===== config.mk =====
export PLATFORM = sky130hd
export DESIGN_NAME = proc_mcycle_ctrl
export DESIGN_NICKNAME = d
export VERILOG_FILES = /design/src/rtl/proc_mcycle_ctrl.sv
export SDC_FILE = /design/constraint.sdc
export NUM_CORES = 1
export LEC_CHECK = 0
export CAP_MARGIN = 20
export CORE_MARGIN = 3
export CORE_UTILIZATION = 48
export CTS_BUF_LIST = sky130_fd_sc_hd__clkbuf_8 sky130_fd_sc_hd__clkbuf_16
export CTS_CLUSTER_DIAMETER = 200
export CTS_CLUSTER_SIZE = 8
export DETAILED_ROUTE_END_ITERATION = 16
export GPL_TIMING_DRIVEN = 0
export PLACE_DENSITY = 0.86
export SETUP_SLACK_MARGIN = 0.02
export SLEW_MARGIN = 20
export SYNTH_ARGS = -nofsm -noshare
export SYNTH_HDL_FRONTEND = slang
export SYNTH_SLANG_ARGS = --single-unit

===== constraint.sdc =====
create_clock -name clk -period 5.7 [get_ports clk]
set_clock_uncertainty 0.15 [all_clocks]
set_input_delay 1.425 -clock clk [delete_from_list [all_inputs] [get_ports clk]]
set_output_delay 1.425 -clock clk [all_outputs]
set_load 0.03 [all_outputs]

===== src/rtl/proc_mcycle_ctrl.sv =====
// Multicycle control unit for the TinyRV1 core: sequences fetch, execute,
// memory and multiply phases over val/rdy memory handshakes and counts retirements.
module proc_mcycle_ctrl (
    input  logic        clk,
    input  logic        rst,
    output logic        imem_req_val,
    input  logic        imem_req_rdy,
    input  logic        imem_resp_val,
    output logic        dmem_req_val,
    output logic        dmem_req_type,
    input  logic        dmem_req_rdy,
    input  logic        dmem_resp_val,
    output logic        ir_en,
    output logic        pc_en,
    output logic [1:0]  pc_sel,
    output logic        op2_sel,
    output logic [1:0]  imm_type,
    output logic        alu_func,
    output logic [1:0]  wb_sel,
    output logic        rf_wen,
    output logic        mul_start,
    input  logic        mul_done,
    input  logic [31:0] inst,
    input  logic        alu_eq,
    output logic        retire_val,
    output logic [31:0] inst_count,
    output logic        halted
);

    typedef enum logic [2:0] {
        FETCH,
        FWAIT,
        EXEC,
        DMEM,
        MUL,
        HALT
    } state_t;

    localparam logic [6:0] OPC_OP     = 7'b0110011;
    localparam logic [6:0] OPC_OP_IMM = 7'b0010011;
    localparam logic [6:0] OPC_LOAD   = 7'b0000011;
    localparam logic [6:0] OPC_STORE  = 7'b0100011;
    localparam logic [6:0] OPC_JAL    = 7'b1101111;
    localparam logic [6:0] OPC_JALR   = 7'b1100111;
    localparam logic [6:0] OPC_BRANCH = 7'b1100011;

    state_t      state_q;
    state_t      state_d;
    logic [31:0] count_q;

    logic [6:0] opcode;
    logic [2:0] funct3;
    logic [6:0] funct7;
    logic is_add, is_addi, is_mul, is_lw, is_sw, is_jal, is_jr, is_bne;
    logic unused_inst_fields;

    assign opcode = inst[6:0];
    assign funct3 = inst[14:12];
    assign funct7 = inst[31:25];
    assign unused_inst_fields = ^{inst[24:15], inst[11:7]};

    assign is_add  = (opcode == OPC_OP) && (funct3 == 3'b000) && (funct7 == 7'b0000000);
    assign is_mul  = (opcode == OPC_OP) && (funct3 == 3'b000) && (funct7 == 7'b0000001);
    assign is_addi = (opcode == OPC_OP_IMM) && (funct3 == 3'b000);
    assign is_lw   = (opcode == OPC_LOAD)   && (funct3 == 3'b010);
    assign is_sw   = (opcode == OPC_STORE)  && (funct3 == 3'b010);
    assign is_jal  = (opcode == OPC_JAL);
    assign is_jr   = (opcode == OPC_JALR)   && (funct3 == 3'b000);
    assign is_bne  = (opcode == OPC_BRANCH) && (funct3 == 3'b001);

    // Outputs are forced low while rst is high so nothing leaks out before the
    // synchronous reset has taken effect on the state register.
    always_comb begin
        state_d       = state_q;
        imem_req_val  = 1'b0;
        dmem_req_val  = 1'b0;
        dmem_req_type = 1'b0;
        ir_en         = 1'b0;
        pc_en         = 1'b0;
        pc_sel        = 2'd0;
        op2_sel       = 1'b0;
        imm_type      = 2'd0;
        alu_func      = 1'b0;
        wb_sel        = 2'd0;
        rf_wen        = 1'b0;
        mul_start     = 1'b0;
        retire_val    = 1'b0;
        halted        = 1'b0;
        if (!rst) begin
            case (state_q)
                FETCH: begin
                    imem_req_val = 1'b1;
                    if (imem_req_rdy) state_d = FWAIT;
                end
                FWAIT: begin
                    if (imem_resp_val) begin
                        ir_en   = 1'b1;
                        state_d = EXEC;
                    end
                end
                EXEC: begin
                    if (is_add || is_addi) begin
                        op2_sel    = is_addi;
                        wb_sel     = 2'd2;
                        rf_wen     = 1'b1;
                        pc_en      = 1'b1;
                        retire_val = 1'b1;
                        state_d    = FETCH;
                    end else if (is_mul) begin
                        mul_start = 1'b1;
                        state_d   = MUL;
                    end else if (is_lw || is_sw) begin
                        op2_sel       = 1'b1;
                        imm_type      = is_sw ? 2'd1 : 2'd0;
                        dmem_req_val  = 1'b1;
                        dmem_req_type = is_sw;
                        if (dmem_req_rdy) state_d = DMEM;
                    end else if (is_jal) begin
                        imm_type   = 2'd2;
                        pc_sel     = 2'd1;
                        rf_wen     = 1'b1;
                        pc_en      = 1'b1;
                        retire_val = 1'b1;
                        state_d    = FETCH;
                    end else if (is_jr) begin
                        pc_sel     = 2'd2;
                        pc_en      = 1'b1;
                        retire_val = 1'b1;
                        state_d    = FETCH;
                    end else if (is_bne) begin
                        alu_func   = 1'b1;
                        imm_type   = 2'd3;
                        pc_sel     = alu_eq ? 2'd0 : 2'd1;
                        pc_en      = 1'b1;
                        retire_val = 1'b1;
                        state_d    = FETCH;
                    end else begin
                        state_d = HALT;
                    end
                end
                DMEM: begin
                    // The IR is untouched until the next fetch, so LW/SW is re-decoded here.
                    op2_sel  = 1'b1;
                    imm_type = is_sw ? 2'd1 : 2'd0;
                    if (dmem_resp_val) begin
                        pc_en      = 1'b1;
                        retire_val = 1'b1;
                        if (is_lw) begin
                            rf_wen = 1'b1;
                            wb_sel = 2'd3;
                        end
                        state_d = FETCH;
                    end
                end
                MUL: begin
                    if (mul_done) begin
                        wb_sel     = 2'd1;
                        rf_wen     = 1'b1;
                        pc_en      = 1'b1;
                        retire_val = 1'b1;
                        state_d    = FETCH;
                    end
                end
                HALT: begin
                    halted = 1'b1;
                end
                default: begin
                    state_d = FETCH;
                end
            endcase
        end
    end

    always_ff @(posedge clk) begin
        if (rst) begin
            state_q <= FETCH;
            count_q <= 32'd0;
        end else begin
            state_q <= state_d;
            if (retire_val) count_q <= count_q + 32'd1;
        end
    end

    assign inst_count = rst ? 32'd0 : count_q;

endmodule

* Yosys cells after proc, flatten, opt, wreduce, memory -nomap -nowiden
Index checks and enable logic that the tools add are counted.
** Storage, ports and cells
- Register bits after elaboration :: 35
- Input bits :: 40
- Output and inout bits :: 49
- Word-level logic and storage cells :: 124
** Operators by class
- Add/subtract/negate cells :: 1
- Eq/ne operators :: 20
- Mux-type cells :: 86
- Bitwise operators :: 1
- Reductions and logical operators :: 14
** Operator list (number)
- 2-to-1 mux 1 bit :: 50
- 2-to-1 mux 2 bit :: 18
- 2-to-1 mux 3 bit :: 11
- adder 32 x 1 -> 32 bit, second input constant :: 1
- 2-to-1 mux 32 bit :: 1
- equality test 7 bit, second input constant :: 3
- one-hot mux 3 bit (6 select lines) :: 1
- equality test 7 x 6 -> 1 bit, second input constant :: 2
- equality test 3 x 2 -> 1 bit, second input constant :: 3
- logical AND 1 bit :: 8
- != test 2 bit, second input constant :: 4
- equality test 7 x 1 -> 1 bit, second input constant :: 1
- equality test 7 x 2 -> 1 bit, second input constant :: 1
- equality test 7 x 5 -> 1 bit, second input constant :: 1
- logical NOT 7 bit :: 1
- equality test 3 x 1 -> 1 bit, second input constant :: 2
- equality test 3 bit, second input constant :: 2
- logical NOT 3 bit :: 2
- one-hot mux 1 bit (3 select lines) :: 2
- one-hot mux 2 bit (3 select lines) :: 1
- AND reduction 6 bit :: 1
- != test 5 bit, second input constant :: 1
- one-hot mux 2 bit (2 select lines) :: 1
- logical OR 1 bit :: 2
- other kinds (2) :: 2

* Depth between registers and ports, before layout
- Depth after elaboration :: 10
- Gate-level depth with buffers :: 9
- Depth with buffers taken out :: 7

* Worst setup path before layout
Ideal clock, no wire load.
- Kind :: input -> output
- Start :: in inst[3]
- End :: out rf_wen
- Arrival :: 3.683 ns
- Data required time :: 4.125 ns
- Setup slack :: 0.442 ns
- Stages :: 6
- Path buffers :: 1
- Cell sequence :: or4_4 or4_1 clkbuf_1 nor3b_1 nand2_1 a211oi_1
** On the way
- Cells in the longest elaborated chain, start to end :: 8
- Elaborated cells on any way between the ends :: 21
- Those cells by class :: 5 x eq/ne; 8 x mux; 8 x reduce/logical
** Ends and longest elaborated chain
- start: declaration :: line 23 : input logic [31:0] inst,
- equality test 7 x 2 -> 1 bit or equality test 7 x 6 -> 1 bit (tied branches) :: line 65, 66
- logical AND 1 bit (on tied branches) :: line 65, 66
- logical OR 1 bit :: line 112 : end else if (is_lw || is_sw) begin
- 2-to-1 mux 1 bit :: line 112
- 2-to-1 mux 1 bit :: line 109 : end else if (is_mul) begin
- 2-to-1 mux 1 bit :: line 102 : if (is_add || is_addi) begin
- one-hot mux 1 bit (3 select lines) * :: line 90 : case (state_q)
- 2-to-1 mux 1 bit * :: line 89 : if (!rst) begin
- end: declaration :: line 20 : output logic rf_wen,
Every way passes the cells marked *; elsewhere a longest branch is shown, timed or not.

* Worst setup path in the final report
- Start :: in inst[3]
- End :: out wb_sel[1]
** On the way
- Cells in the longest elaborated chain, start to end :: 7
- Elaborated cells on any way between the ends :: 13
- Those cells by class :: 3 x eq/ne; 5 x mux; 5 x reduce/logical
** Ends and longest elaborated chain
- equality test 7 x 6 -> 1 bit :: line 62 : assign is_add = (opcode == OPC_OP) && (funct3 == 3'b000) && (funct7 == 7'b0000000);
- logical AND 1 bit (2 in series) :: line 62
- logical OR 1 bit :: line 102
- 2-to-1 mux 2 bit :: line 102
- one-hot mux 2 bit (3 select lines) * :: line 90
- 2-to-1 mux 2 bit * :: line 89
- end: declaration :: line 19 : output logic [1:0] wb_sel,
Marked as above.

==> metrics.txt <==
Cell Rows 25; Hold Path End count_q[19]$_SDFFE_PP0P_; number of synthesized flops with an enable pin 0; root buf cell clkbuf_8; Core ar. 4786 µm²; syn_area_per_cell 7.559 µm²; Critical Path AT about 4.0 ns; Max-Cap Viols 0; M1 GR Usage 0.2967; worst hold path type flip-flop to flip-flop; Async SR Flop Fraction 0; reg2reg path depth 8; Syn Nets 358; cells after synthesis roughly 320; Final WS setup between 0.15 and 0.2 ns; Slew Limit Fails 0; Worst EP required ~4.1 ns; I/O pins just under 90; DIE HEIGHT between 70 and 80 µm; Netlist cell types 50; DRC Markers 0; width of the die approximately 77 µm; largest net degree at the start of global routing 11; fin crit period around 5.5 ns; ys flop type dfxtp_1; IO buf count between 70 and 80; pre-CTS setup slack -0.5092 ns; global placement routability congestion 0.8858; Most Crowded Layer GR met2; Period Utilization, post-route 0.9717; GRT met2 Usage 0.4165; Post-Syn Area between 2000 and 2500 µm²; Die Area around 5900 µm²; yosys warns 0; maximum vdd drop 111.4 µV; status complete, no violations; RR Startpoint state_q[2]$_SDFFE_PP0P_; global-route wire length before repair about 12000 µm; worst-skew pair later-pin latency approximately 0.29 ns; Reg2Reg Setup Slack 2.91 ns; H-tree levels 2; Max Clk Rate roughly 180 MHz; DP HPWL 5103 µm; GRT Util Overall 0.2466; vias in the first global route approximately 2700; Tightest Pin Transition 0.7875 ns; clk slew on worst S/H paths about 0.070 ns; LEAKAGE between 0.001 and 0.0015 µW; post-route ant nets 0; Max clock buf depth 2; GRT Residual Overflow 0; Worst Hold Margin about 0.35 ns; Rel. slew slack 0.4736; Crit. End Element output pin; layout cells sized above 1 0.08521; Vias/cell ~5.8; DRT iter0 DRCs approximately 140; Pwr Density ~160 nW/µm²; Area Growth Syn to Fin 39.69%; vias around 2700; hold depth 2; final setup vio count 0; Num Clock Sinks 35; Pre-antenna DRT Iters 4; initial core utilization 0.5007; Hold Violations, Final 0; Hold Crit Start count_q[19]$_SDFFE_PP0P_; post-synthesis register bit count 35; WL final between 7000 and 8000 µm; RSZ-0062 raised after global routing false; post-DR wirelength/cell between 15 and 20 µm; Seq/Total Area, Yosys 0.2924; setup TNS 0 ns; final antenna diode count 0; kind of critical path primary input to output pin; TritonCTS clock tree yes; initial antenna violation count 0; Final #Nets 439; critical-path maximum fanout 6; cts bufs inserted 5; reg2reg end count_q[29]$_SDFFE_PP0P_; CP startpoint kind primary input; met3 GRT Util 0.06690
## worst max-delay path by stage
stage	start	endpoint	slack [ns]
2_1_floorplan	inst[3]	rf_wen	0.44
3_3_place_gp	inst[3]	retire_val	-0.49
3_5_place_dp	inst[3]	retire_val	-0.51
4_1_cts	inst[3]	mul_start	0.03
5_1_grt	inst[2]	rf_wen	0.04
6_report	inst[3]	wb_sel[1]	0.16
## timing repair
item / 4_1_cts / 5_1_grt
endpoints found under the setup margin: 13 / 10
setup buffers: 1 / 0
pin swaps: 1 / 1
hold buffers: 0 / 0
gates resized for setup: 27 / 16
## logic make-up after synthesis
family / Yosys count / synth area share
and+or+nand+nor: 185 / 0.4266
xor gates and xnor gates: 20 / 0.07311
muxes: 5 / 0.02298
buffers and inverters: 23 / 0.04178
AOI/OAI and AO/OA: 48 / 0.1379
adders and majority gates: 1 / 0.005221
DFF: 35 / 0.2924
## final cells by class
| class | count | area, µm² |
|---|---|---|
| buffer | 20 | 88.84 |
| clock buffer | 7 | 96.34 |
| clock inverter | 1 | 3.754 |
| fill | 416 | 1439 |
| inverter | 3 | 11.26 |
| multi-input combinational | 259 | 1638 |
| sequential | 35 | 700.7 |
| tap | 67 | 83.83 |
| timing repair buffer | 74 | 724.4 |
## cell usage after synthesis, types with 2 or more instances
master / number / area share
a21oi_1: 6 / 0.013
nand2b_1: 10 / 0.026
nand2_1: 27 / 0.042
and2_1: 3 / 0.0078
o2111ai_1: 7 / 0.026
nor2b_1: 31 / 0.081
buf_2: 2 / 0.0042
and4_1: 7 / 0.026
or4_1: 7 / 0.022
and3_1: 3 / 0.0078
nor2_1: 48 / 0.075
or3_1: 4 / 0.010
nand3_1: 11 / 0.023
nor3b_1: 3 / 0.0094
nand4_1: 3 / 0.0078
xor2_1: 20 / 0.073
a211oi_1: 2 / 0.0063
o21a_1: 2 / 0.0063
mux2_2: 3 / 0.014
o211ai_1: 7 / 0.022
o21ai_0: 13 / 0.027
nor3_1: 11 / 0.023
dfxtp_1: 35 / 0.29
nor4_1: 7 / 0.018
buf_1: 5 / 0.0078
inv_1: 3 / 0.0047
nor3_2: 2 / 0.0084
clkbuf_1: 11 / 0.017
a31oi_1: 3 / 0.0078
## routing by layer
metal	routed length [µm]	up-vias	part of all wire
li1	-	1293	-
met1	3070	1283	0.43
met2	3435	121	0.48
met3	519	12	0.073
met4	93	0	0.013
met5	0	-	0
## flip-flops by register name (all words and copies together) (netlist names)
| register | cells |
|---|---|
| state_q | 3 |
| count_q | 32 |
## where the power goes
part	internal, µW	total [µW]	switching, µW	leakage [µW]
clock	108	196	87.9	0.0000557
sequential	246	249	2.20	0.000282
combinational	31.5	75.1	43.6	0.000915
total	386	520	134	0.00125
## metrics by stage
stage          utilization  cell area, µm²  total power, µW  cells
2_1_floorplan            -            2396            291.9    317
3_3_place_gp        0.6709            3211            324.5    457
3_5_place_dp        0.6709            3211            325.9    457
4_1_cts             0.6962            3332            520.6    466
5_1_grt             0.6993            3347            536.3    466
6_report            0.6993            3347            520.1    466
## cells in the final DEF (no fill, tap or decap), types with 10 or more instances in the layout
master / count
nand3_1: 11
o21ai_0: 13
xor2_1: 20
nand2_1: 27
clkdlybuf4s50_1: 60
nand2b_1: 10
dfxtp_1: 35
nor3_1: 10
nor2_1: 48
clkbuf_1: 11
nor2b_1: 31
## worst max-delay path, cell delays in order
cell,delay [ns]
clkdlybuf4s50_1,0.46
or4_4,0.60
or4_1,0.49
clkbuf_1,0.19
nor3b_2,0.26
nand2_1,0.10
o21a_1,0.14
nor3_2,0.12
buf_4,0.19
(Power assumes the default switching activity.)
